## src/rtl/ofm_out_fsm.sv

```systemverilog
// rtl/ofm_out_fsm.sv - TX-domain reader of the offload ctrl/data FIFOs feeding the 10G MAC stream
// Optional feature macro: OFM_UDP_ZERO_FIX_EN (a zero checksum is written as 16'hFFFF)
module ofm_out_fsm #(
  parameter int C_BEAT_CNT_W = 13,
  parameter int C_IFG_CYCLES = 0
) (
  input  logic        tx_clk,
  input  logic        tx_reset,
  input  logic [33:0] ctrl_fifo_rdata,
  input  logic        ctrl_fifo_empty,
  output logic        ctrl_fifo_rden,
  input  logic [72:0] data_fifo_rdata,
  input  logic        data_fifo_empty,
  output logic        data_fifo_rden,
  output logic [63:0] tx_axis_tdata,
  output logic [7:0]  tx_axis_tkeep,
  output logic        tx_axis_tvalid,
  output logic        tx_axis_tlast,
  input  logic        tx_axis_tready,
  output logic        cs_unsupported,
  output logic [3:0]  ofm_out_fsm_dbg
);

  typedef enum logic [1:0] {
    S_IDLE = 2'd0,
    S_DATA = 2'd1,
    S_IFG  = 2'd2
  } state_t;

  localparam logic [15:0] IFG_LOAD = 16'(C_IFG_CYCLES);
  localparam logic [C_BEAT_CNT_W-1:0] BEAT_MAX = '1;

  state_t                  state;
  state_t                  state_nxt;
  logic [15:0]             sum_q;
  logic [15:0]             ins_q;
  logic [1:0]              cntrl_q;
  logic [C_BEAT_CNT_W-1:0] beat_cnt;
  logic [15:0]             ifg_cnt;
  logic                    out_free;
  logic                    ctrl_pop;
  logic                    data_pop;
  logic                    beat_last;
  logic                    ins_hit;
  logic [15:0]             ins_sum;
  logic [63:0]             beat_data;

  // The output register can take a new beat when empty or being handed off this cycle.
  assign out_free  = !tx_axis_tvalid || tx_axis_tready;
  assign beat_last = data_fifo_rdata[72];

  assign ctrl_fifo_rden  = ctrl_pop;
  assign data_fifo_rden  = data_pop;
  assign cs_unsupported  = ctrl_pop && ctrl_fifo_rdata[33];
  assign ofm_out_fsm_dbg = {2'b00, state};

  // State register.
  always_ff @(posedge tx_clk or posedge tx_reset) begin
    if (tx_reset) state <= S_IDLE;
    else          state <= state_nxt;
  end

  // Next-state and FIFO pop decisions; a ctrl word only exists once its frame is fully buffered.
  always_comb begin
    state_nxt = state;
    ctrl_pop  = 1'b0;
    data_pop  = 1'b0;
    case (state)
      S_IDLE: begin
        if (!ctrl_fifo_empty && out_free) begin
          ctrl_pop  = 1'b1;
          state_nxt = S_DATA;
        end
      end
      S_DATA: begin
        if (!data_fifo_empty && out_free) begin
          data_pop = 1'b1;
          if (beat_last) state_nxt = (C_IFG_CYCLES > 0) ? S_IFG : S_IDLE;
        end
      end
      S_IFG: begin
        if (ifg_cnt <= 16'd1) state_nxt = S_IDLE;
      end
      default: state_nxt = S_IDLE;
    endcase
  end

  // Checksum overwrite of the popped beat: two bytes at the even lane, high byte first on the wire.
  always_comb begin
    ins_sum = sum_q;
`ifdef OFM_UDP_ZERO_FIX_EN
    if (sum_q == 16'h0000) ins_sum = 16'hFFFF;
`endif
    ins_hit   = (cntrl_q == 2'b01) && (beat_cnt == C_BEAT_CNT_W'(ins_q[15:3]));
    beat_data = data_fifo_rdata[63:0];
    for (int i = 0; i < 8; i++) begin
      if (ins_hit && (4'(i) == {1'b0, ins_q[2:0]}))
        beat_data[8*i +: 8] = ins_sum[15:8];
      if (ins_hit && (4'(i) == ({1'b0, ins_q[2:0]} + 4'd1)))
        beat_data[8*i +: 8] = ins_sum[7:0];
    end
  end

  // Latch the per-frame offload control when the ctrl word is popped.
  always_ff @(posedge tx_clk or posedge tx_reset) begin
    if (tx_reset) begin
      sum_q   <= '0;
      ins_q   <= '0;
      cntrl_q <= '0;
    end else if (ctrl_pop) begin
      sum_q   <= ctrl_fifo_rdata[15:0];
      ins_q   <= ctrl_fifo_rdata[31:16];
      cntrl_q <= ctrl_fifo_rdata[33:32];
    end
  end

  // In-frame beat index; saturates so oversize frames never alias back onto the insert beat.
  always_ff @(posedge tx_clk or posedge tx_reset) begin
    if (tx_reset)                             beat_cnt <= '0;
    else if (ctrl_pop)                        beat_cnt <= '0;
    else if (data_pop && beat_cnt != BEAT_MAX) beat_cnt <= beat_cnt + 1'b1;
  end

  // Inter-frame gap countdown.
  always_ff @(posedge tx_clk or posedge tx_reset) begin
    if (tx_reset)                              ifg_cnt <= '0;
    else if (data_pop && beat_last)            ifg_cnt <= IFG_LOAD;
    else if (state == S_IFG && ifg_cnt != '0)  ifg_cnt <= ifg_cnt - 16'd1;
  end

  // Output register: load on pop, drop valid after a handshake with nothing new, hold under backpressure.
  always_ff @(posedge tx_clk or posedge tx_reset) begin
    if (tx_reset) begin
      tx_axis_tvalid <= 1'b0;
      tx_axis_tdata  <= '0;
      tx_axis_tkeep  <= '0;
      tx_axis_tlast  <= 1'b0;
    end else if (data_pop) begin
      tx_axis_tvalid <= 1'b1;
      tx_axis_tdata  <= beat_data;
      tx_axis_tkeep  <= data_fifo_rdata[71:64];
      tx_axis_tlast  <= beat_last;
    end else if (tx_axis_tready) begin
      tx_axis_tvalid <= 1'b0;
    end
  end

endmodule

```

## config.mk

```make
export PLATFORM = sky130hd
export DESIGN_NAME = ofm_out_fsm
export DESIGN_NICKNAME = d
export VERILOG_FILES = /design/src/rtl/ofm_out_fsm.sv
export SDC_FILE = /design/constraint.sdc
export NUM_CORES = 1
export LEC_CHECK = 0
export CORE_UTILIZATION = 52
export DETAILED_ROUTE_END_ITERATION = 8
export GPL_TIMING_DRIVEN = 0
export MAX_ROUTING_LAYER = met4
export PLACE_DENSITY = 0.86
export SYNTH_ARGS = -nofsm -noshare
export SYNTH_HDL_FRONTEND = slang
export SYNTH_SLANG_ARGS = --single-unit
```

## constraint.sdc

```tcl
create_clock -name tx_clk -period 12.2 [get_ports tx_clk]
set_input_delay 3.66 -clock tx_clk [delete_from_list [all_inputs] [get_ports tx_clk]]
set_output_delay 3.66 -clock tx_clk [all_outputs]
set_load 0.05 [all_outputs]
```

==> flow_summary.json, run 1 <==
{
  "status": "finished, final reports clean",
  "die_x_microns": 116,
  "cts_setup_buffers": 0,
  "cp.arrival_ns": 6.53,
  "clk_pin_slew_ns": 0.05,
  "drc_errors": 0,
  "grt_usage_pct": 37.2,
  "ys_seq_area_share_pct": 45.3,
  "drtIter0Drc": 841,
  "overflow": 0,
  "drive_gt1_share_pct": 6.18,
  "ys_types": 47,
  "syn_avg_cell_area_sq_um": 8.46,
  "synth_top_area_share_pct": 45.3,
  "fin_nets": 1122,
  "utilization_pct": 75.5,
  "synth_edf_count": 0,
  "layout.cells.non_filler": 1192,
  "grt_pass1_vias": 6956,
  "tightest_slew_ns": 0.981,
  "viasPerCell": 6.06,
  "hold_viol": 0,
  "placementRows": 41,
  "insertion_delay_ns": 0.43,
  "hp-start": "tx_axis_tkeep[6]$_DFFE_PP0P_",
  "final_cell_mix": "nand2_1, clkdlybuf4s50_1, dfrtp_1, o21ai_0, nor2_1",
  "io_buffer_count": 189,
  "worstRegToRegCells": 6,
  "layout_commonest_cell": "nand2_1",
  "place_inst": 1160,
  "startpoint_type": "input pin",
  "fin_crit_ns": 10.19,
  "rsz0062_at_grt": "no",
  "ir_drop_uv": 171,
  "yosys.area.top_type": "dfrtp_1",
  "cp_max_fo": 10,
  "syn-cell-area_sq_mm": 0.00673,
  "whs_path_depth": 2,
  "pre_cts_ws_ns": 2.04,
  "postCtsHoldBufs": 0,
  "synth_warnings": 0,
  "clock-root-buffer": "clkbuf_16",
  "finalWirelength_microns": 23300,
  "die_height_microns": 116,
  "grt_max_degree": 65,
  "drv_cap": 0,
  "p_per_area_mw_per_mm2": 281,
  "ys_seq_elements": 122,
  "fin_worst_skew_ns": 0.00606,
  "synthCells": 796,
  "initial_utilization_pct": 53.4,
  "worst_ep_required_time_ns": 8.54,
  "cts_tree": "built",
  "cts_max_level": 4,
  "rr_endpoint": "tx_axis_tdata[8]$_DFFE_PP0P_",
  "ios": 193,
  "hpwl_microns": 16400,
  "cts_buffers": 17,
  "finalSetupViolCount": 0,
  "setup_ws_ns": 2.01,
  "ys.flop_type": "dfrtp_1",
  "syn_to_final_growth_pct": 41.5,
  "finalMaxSlewViolations": 0,
  "cts_resized": 0,
  "worstHoldPathType": "reg2reg",
  "p_leak_nw": 4.04,
  "clockBufferDepth": 2,
  "grt_pass1_wl_microns": 36100,
  "fin_setup_tns_ns": 0,
  "slew_headroom_pct": 34.0,
  "avgRoutedWirePerCell_microns": 19.6,
  "worstHoldEndpoint": "tx_axis_tkeep[6]$_DFFE_PP0P_",
  "place_congestion": 0.974,
  "dr_total_vias": 7227,
  "cts_sinks": 122,
  "fp.dieArea_sq_mm": 0.0134,
  "fill_cells": 959,
  "drt_first_pass_iters": 6,
  "r2r_slack_ns": 9.47,
  "fmax_mhz": 98.1,
  "post-route-period-util_pct": 83.5,
  "core_sq_mm": 0.0126,
  "antenna_found_initial": 0,
  "r2r-start": "beat_cnt[3]$_DFFE_PP0P_",
  "synthTopCellsByArea": "dfrtp_1, nand2_1, o21ai_0",
  "n_antenna_cell": 0,
  "criticalPathCategory": "in2out",
  "cp-end-kind": "primary output",
  "async_reset_ff_share_pct": 100,
  "ant_nets": 0
}
==> stage by stage <==
| stage | area [sq um] | total power, mW | hold WS [ns] |
|---|---|---|---|
| final | 9530 | 2.68 | 0.474 |
| after global routing | 9530 | 2.79 | 0.500 |
| after CTS | 9530 | 2.65 | 0.476 |
| after detailed placement | 8880 | 2.09 | 0.462 |
| after global placement | 8850 | 2.06 | 0.457 |
| after floorplan | 6740 | 1.60 | 0.441 |
==> critical path, stage by stage <==
cell and delay, ns:
clkdlybuf4s50_1 0.48, nor2b_1 0.04, or3_1 0.29, clkbuf_1 0.21, inv_1 0.14, clkbuf_1 0.36
clkbuf_1 0.44, clkdlybuf4s50_1 0.90
==> cells by family after synthesis <==
group,synth area share (%)
AOI/OAI and AO/OA,24.6
xor gates and xnor gates,2.21
adders and majority gates,0.558
buffers and inverters,4.61
DFF,45.3
muxes,0.149
other,0.0557
and+or+nand+nor,22.4
==> Yosys cell counts (all sizes together), types with 12 or more instances <==
library cell,number
inv,12
a22o,24
a211oi,24
a31oi,26
a21boi,32
o21ai,97
clkbuf,41
nor4,19
nor2,42
o22ai,15
dfrtp,122
o31ai,19
buf,21
nand2,195
nand4,13
==> power by group <==
part / switching [mW] / total [mW] / leakage (nW) / internal (mW)
Clock: 0.188 / 0.551 / 0.305 / 0.363
Combinational: 0.964 / 1.40 / 2.21 / 0.432
Sequential: 0.151 / 0.731 / 1.53 / 0.581
==> sequential cells by signal, summed over array words and instances, names as in the netlist <==
name and count:
ins_sum 16, state 1, tx_axis_tkeep 8, beat_cnt 13, ins_q 16, cntrl_q 2, tx_axis_tlast 1, tx_axis_tvalid 1
tx_axis_tdata 64
==> layout make-up <==
| class | count | area [sq um] | share of cell area [%] |
|---|---|---|---|
| Multi-Input combinational cell | 602 | 3380 | 35.4 |
| Sequential cell | 122 | 3050 | 32.0 |
| Timing Repair Buffer | 190 | 1920 | 20.1 |
| Clock buffer | 22 | 484 | 5.08 |
| Inverter | 12 | 50.0 | 0.525 |
| Tap cell | 172 | 215 | 2.26 |
| Clock inverter | 10 | 164 | 1.72 |
| Buffer | 62 | 265 | 2.78 |
==> worst max path at each step <==
| stage | from | depth (start not counted) | slack [ns] | to |
|---|---|---|---|---|
| 2_1_floorplan | ctrl_fifo_empty | 5 | 3.36 | ctrl_fifo_rden |
| 3_3_place_gp | tx_axis_tready | 8 | 2.06 | ctrl_fifo_rden |
| 3_5_place_dp | tx_axis_tready | 8 | 2.04 | ctrl_fifo_rden |
| 4_1_cts | tx_axis_tready | 8 | 2.01 | ctrl_fifo_rden |
| 5_1_grt | tx_axis_tready | 8 | 1.85 | ctrl_fifo_rden |
| 6_report | tx_axis_tready | 8 | 2.01 | ctrl_fifo_rden |
==> routing by layer <==
layer  track usage (%)  vias to the layer above  routed length, microns  share of wire (%)
li1                  -                     3258                       -                  -
met1              45.8                     3369                    8810                 38
met2              56.6                      485                   10800                 46
met3              7.85                      115                    2480                 11
met4              21.6                        0                    1230                5.3
met5                 -                        -                       0                  0
Power figures use the tool's default switching activity.
==> inputs of run 2 (changes only) <==
--- a/config.mk
+++ b/config.mk
@@ -5,11 +5,11 @@
 export SDC_FILE = /design/constraint.sdc
 export NUM_CORES = 1
 export LEC_CHECK = 0
-export CORE_UTILIZATION = 52
+export CORE_UTILIZATION = 44
 export DETAILED_ROUTE_END_ITERATION = 8
 export GPL_TIMING_DRIVEN = 0
 export MAX_ROUTING_LAYER = met4
-export PLACE_DENSITY = 0.86
+export PLACE_DENSITY = 0.78
 export SYNTH_ARGS = -nofsm -noshare
 export SYNTH_HDL_FRONTEND = slang
 export SYNTH_SLANG_ARGS = --single-unit
==> constraint.sdc (replaced) <==
create_clock -name tx_clk -period 9.1 [get_ports tx_clk]
set_input_delay 2.73 -clock tx_clk [delete_from_list [all_inputs] [get_ports tx_clk]]
set_output_delay 2.73 -clock tx_clk [all_outputs]
set_load 0.05 [all_outputs]
==> run 2 against run 1 <==
Die area grew 18%. Final cell count is 1.0% higher. Routed wire length rose by 1.8%. Total power grew 33%. Sequential cell count unchanged. Critical path depth unchanged. Combinational power grew 33%. Critical endpoint unchanged. Highest routed layer unchanged.
==> flow_summary.json, run 2 (synthesis results as in run 1) <==
{
  "tightest_slew_ns": 0.951,
  "overflow": 0,
  "fin_nets": 1122,
  "grt_max_degree": 64,
  "worstHoldPathType": "reg2reg",
  "startpoint_type": "input pin",
  "r2r_slack_ns": 6.37,
  "utilization_pct": 64.4,
  "hold_viol": 0,
  "p_clk_share_pct": 19.9,
  "worstHoldEndpoint": "tx_axis_tkeep[0]$_DFFE_PP0P_",
  "die_height_microns": 126,
  "postCtsHoldBufs": 0,
  "cp.arrival_ns": 5.61,
  "place_congestion": 0.982,
  "avgRoutedWirePerCell_microns": 19.7,
  "cts_buffers": 17,
  "drv_cap": 0,
  "fmax_mhz": 120,
  "p_switching_mw": 1.73,
  "intPower_mw": 1.82,
  "criticalPathCategory": "in2out",
  "rsz0062_at_grt": "no",
  "initial_utilization_pct": 45.6,
  "cp_max_fo": 10,
  "cp-end-kind": "primary output",
  "die_x_microns": 126,
  "grt_usage_pct": 31.6,
  "ios": 193,
  "ant_nets": 0,
  "largest_reg_flops": 64,
  "ir_drop_uv": 172,
  "p_total_mw": 3.55,
  "finalMaxSlewViolations": 0,
  "core_sq_mm": 0.0148,
  "worstRegToRegCells": 8,
  "cts_sinks": 122,
  "hpwl_microns": 16900,
  "p_leak_nw": 4.03,
  "fin_crit_ns": 8.34,
  "top_register": "tx_axis_tdata",
  "seqPwrFrac_pct": 27.8,
  "dr_total_vias": 7099,
  "cts_tree": "built",
  "drive_gt1_share_pct": 5.78,
  "io_buffer_count": 189,
  "fin_setup_tns_ns": 0,
  "clockBufferDepth": 2,
  "insertion_delay_ns": 0.42,
  "finalSetupViolCount": 0,
  "clk_pin_slew_ns": 0.05,
  "clock-root-buffer": "clkbuf_16",
  "hp-start": "tx_axis_tkeep[0]$_DFFE_PP0P_",
  "layout_commonest_cell": "nand2_1",
  "drtIter0Drc": 851,
  "drt_first_pass_iters": 5,
  "grt_pass1_vias": 6713,
  "cts_max_level": 4,
  "placementRows": 44,
  "sw_frac_of_total_pct": 48.8,
  "p_per_area_mw_per_mm2": 374,
  "antenna_found_initial": 0,
  "post-route-period-util_pct": 91.6,
  "grt_pass1_wl_microns": 36700,
  "n_antenna_cell": 0,
  "share_comb_of_total_power_pct": 52.4,
  "rr_endpoint": "tx_axis_tdata[14]$_DFFE_PP0P_",
  "fp.dieArea_sq_mm": 0.0158,
  "slew_headroom_pct": 36.0,
  "cts_resized": 0,
  "fin_worst_skew_ns": 0.00811,
  "viasPerCell": 5.90,
  "final_cell_mix": "nand2_1, clkdlybuf4s50_1, dfrtp_1, o21ai_0, clkbuf_1",
  "syn_to_final_growth_pct": 41.1,
  "status": "finished, final reports clean",
  "finalWirelength_microns": 23700,
  "fill_cells": 1282,
  "worst_ep_required_time_ns": 6.37,
  "cts_setup_buffers": 0,
  "drc_errors": 0,
  "r2r-start": "beat_cnt[5]$_DFFE_PP0P_",
  "whs_path_depth": 2
}
run 2: changes by cell type in the layout (fill, tap and decap cells not counted), sizes merged:
cell	before	now
clkinv	2	5
clkinvlp	4	0
clkbuf	63	64
run 2: how the worst max path moves through the flow:
stage                     from              to  slack (ns)
3_5_place_dp    tx_axis_tready  ctrl_fifo_rden        0.77
5_1_grt         tx_axis_tready  ctrl_fifo_rden        0.58
2_1_floorplan  ctrl_fifo_empty  ctrl_fifo_rden        2.12
4_1_cts         tx_axis_tready  ctrl_fifo_rden        0.76
3_3_place_gp    tx_axis_tready  ctrl_fifo_rden        0.77
6_report        tx_axis_tready  ctrl_fifo_rden        0.76
run 2: cell type report:
type	count	area (sq um)	share of cell area, %
multi-input cells	602	3380	35.6
flip-flops and latches	122	3050	32.1
repair buffers	190	1920	20.2
clock buffers	23	458	4.82
plain buffers	62	265	2.79
well taps	184	230	2.42
clock inverters	9	145	1.53
inverters	12	50.0	0.527
run 2: layer usage:
layer	global-route usage, %	wire length [microns]
met5	-	0
met4	16.4	1060
met3	7.56	2380
met2	48.1	10700
met1	39.0	9600
run 2: critical path: stages:
cell and delay [ns]:
clkdlybuf4s50_1 0.47, nor2b_1 0.04, or3_1 0.30, clkbuf_1 0.21
inv_1 0.13, clkbuf_1 0.37, clkbuf_1 0.45, clkdlybuf4s50_1 0.90
run 2: power by group through the flow:
stage	registers [mW]	clock network (mW)	logic [mW]
floorplan	1.47	0	0.665
global placement	0.976	0	1.82
detailed placement	0.985	0	1.84
CTS	0.978	0.708	1.85
global route	1.01	0.731	1.97
finish	0.986	0.706	1.86
run 2: through the flow:
step	cells	cell area, sq um	worst slack, ns	hold WS (ns)
floorplan	798	6740	2.12	0.441
global placement	1171	8860	0.770	0.452
detailed placement	1172	8890	0.767	0.462
CTS	1204	9500	0.760	0.475
global route	1204	9500	0.580	0.493
finish	1204	9500	0.761	0.470
==> inputs of run 3 (changes only) <==
--- a/config.mk
+++ b/config.mk
@@ -5,6 +5,7 @@
 export SDC_FILE = /design/constraint.sdc
 export NUM_CORES = 1
 export LEC_CHECK = 0
+export CAP_MARGIN = 40
 export CORE_UTILIZATION = 44
 export DETAILED_ROUTE_END_ITERATION = 8
 export GPL_TIMING_DRIVEN = 0
==> run 3 against run 2 <==
Fmax did not move. First-iteration DRC count stayed put. Sequential power hardly changed. Non-clock buffer count is the same. Final cell count is the same. Clock power is essentially flat. Die area unchanged. Cell area unchanged. Highest routed layer unchanged.
==> flow_summary.json, run 3 (synthesis results as in run 1) <==
{
  "insertion_delay_ns": 0.42,
  "cts_tree": "built",
  "avgRoutedWirePerCell_microns": 19.7,
  "startpoint_type": "input pin",
  "drc_errors": 0,
  "fin_crit_ns": 8.34,
  "slowest_delay_ns": 0.90,
  "utilization_pct": 64.4,
  "fin_setup_tns_ns": 0,
  "fill_cells": 1282,
  "clock-root-buffer": "clkbuf_16",
  "place_congestion": 0.982,
  "ant_nets": 0,
  "layout.cells.non_filler": 1204,
  "p_switching_mw": 1.73,
  "clk_pin_slew_ns": 0.05,
  "hold_ws_ns": 0.470,
  "cts_resized": 0,
  "die_height_microns": 126,
  "finalMaxSlewViolations": 0,
  "crit_family": "buffers and inverters",
  "top_register": "tx_axis_tdata",
  "drt_first_pass_iters": 5,
  "post-route-period-util_pct": 91.6,
  "grt_max_degree": 64,
  "placementRows": 44,
  "share_comb_of_total_power_pct": 52.4,
  "cts_sinks": 122,
  "clockBufferDepth": 2,
  "postCtsHoldBufs": 0,
  "path_cells": "clkdlybuf4s50_1 -> nor2b_1 -> or3_1 -> clkbuf_1 -> inv_1 -> clkbuf_1 -> clkbuf_1 -> clkdlybuf4s50_1",
  "status": "finished, final reports clean",
  "cts_buffers": 17,
  "seqPwrFrac_pct": 27.8,
  "layout_commonest_cell": "nand2_1",
  "antenna_found_initial": 0,
  "largest_reg_flops": 64,
  "hold_viol": 0,
  "fin_nets": 1122,
  "ios": 193,
  "p_per_area_mw_per_mm2": 374,
  "intPower_mw": 1.82,
  "finalSetupViolCount": 0,
  "fp.dieArea_sq_mm": 0.0158,
  "fin_worst_skew_ns": 0.00811,
  "cts_max_level": 4,
  "place_inst": 1172,
  "cpMostUsedCell": "clkbuf_1",
  "sw_frac_of_total_pct": 48.8,
  "dr_total_vias": 7099,
  "grt_pass1_vias": 6713,
  "drv_cap": 0,
  "criticalPathCategory": "in2out",
  "cts_setup_buffers": 0,
  "p_clk_share_pct": 19.9,
  "tightest_slew_ns": 0.951,
  "hpwl_microns": 16900,
  "drive_gt1_share_pct": 5.78,
  "n_antenna_cell": 0,
  "io_buffer_count": 189,
  "die_x_microns": 126,
  "cp-end-kind": "primary output",
  "rsz0062_at_grt": "no",
  "cp_max_fo": 10,
  "fmax_mhz": 120,
  "regArea_sq_mm": 0.00305,
  "slew_headroom_pct": 36.0,
  "overflow": 0,
  "cp.arrival_ns": 5.61,
  "r2r_slack_ns": 6.37,
  "slowest_stage": "clkdlybuf4s50_1",
  "grt_pass1_wl_microns": 36700,
  "grt_usage_pct": 31.6,
  "final_cell_mix": "nand2_1, clkdlybuf4s50_1, dfrtp_1, o21ai_0, clkbuf_1",
  "syn_to_final_growth_pct": 41.1,
  "finalWirelength_microns": 23700,
  "ir_drop_uv": 172,
  "multi_input_area_sq_mm": 0.00338,
  "crit_buf_inv": 6,
  "core_sq_mm": 0.0148,
  "worstHoldPathType": "reg2reg",
  "drtIter0Drc": 851,
  "p_leak_nw": 4.03,
  "viasPerCell": 5.90,
  "initial_utilization_pct": 45.6,
  "worst_ep_required_time_ns": 6.37
}
==> run 3: final timing paths <==
kind                                              start  depth (start not counted)                            end
min in group asynchronous                      tx_reset                          2   tx_axis_tkeep[6]$_DFFE_PP0P_
setup reg to reg                beat_cnt[5]$_DFFE_PP0P_                          8  tx_axis_tdata[14]$_DFFE_PP0P_
hold / removal             tx_axis_tkeep[0]$_DFFE_PP0P_                          2   tx_axis_tkeep[0]$_DFFE_PP0P_
hold reg to reg            tx_axis_tkeep[0]$_DFFE_PP0P_                          2   tx_axis_tkeep[0]$_DFFE_PP0P_
setup / recovery                         tx_axis_tready                          8                 ctrl_fifo_rden
max in group asynchronous                      tx_reset                          3       beat_cnt[10]$_DFFE_PP0P_
==> run 3: power groups by stage <==
stage / Sequential, mW / Combinational, mW / Clock (mW)
finish: 0.986 / 1.86 / 0.706
floorplan: 1.47 / 0.665 / 0
CTS: 0.978 / 1.85 / 0.708
global route: 1.01 / 1.97 / 0.731
detailed placement: 0.985 / 1.84 / 0
global placement: 0.976 / 1.82 / 0
==> run 3: worst reg2reg max path: stages (launching register included) <==
cell	delay, ns
dfrtp_1	0.43
xor2_1	0.19
nor4_1	0.41
and4_1	0.27
clkbuf_1	0.32
clkbuf_1	0.36
a21boi_0	0.22
a211oi_1	0.30
o21ai_1	0.11
==> run 3: area by class of cell <==
type                       instances  area share, %
tap                              184           2.42
buffer                            62           2.79
clock inverter                     9           1.53
sequential                       122           32.1
timing repair buffer             190           20.2
multi-input combinational        602           35.6
clock buffer                      23           4.82
inverter                          12          0.527
==> run 3: per-stage QoR <==
step	worst slack (ns)	cell area [sq um]	total power [mW]
3_5_place_dp	0.767	8890	2.82
3_3_place_gp	0.770	8860	2.79
2_1_floorplan	2.12	6740	2.14
6_report	0.761	9500	3.55
5_1_grt	0.580	9500	3.71
4_1_cts	0.760	9500	3.53
==> run 3: layer usage <==
layer / GRT usage [%] / part of all wire, %
met1: 39.0 / 40
met2: 48.1 / 45
met3: 7.56 / 10
met4: 16.4 / 4.5
met5: - / 0
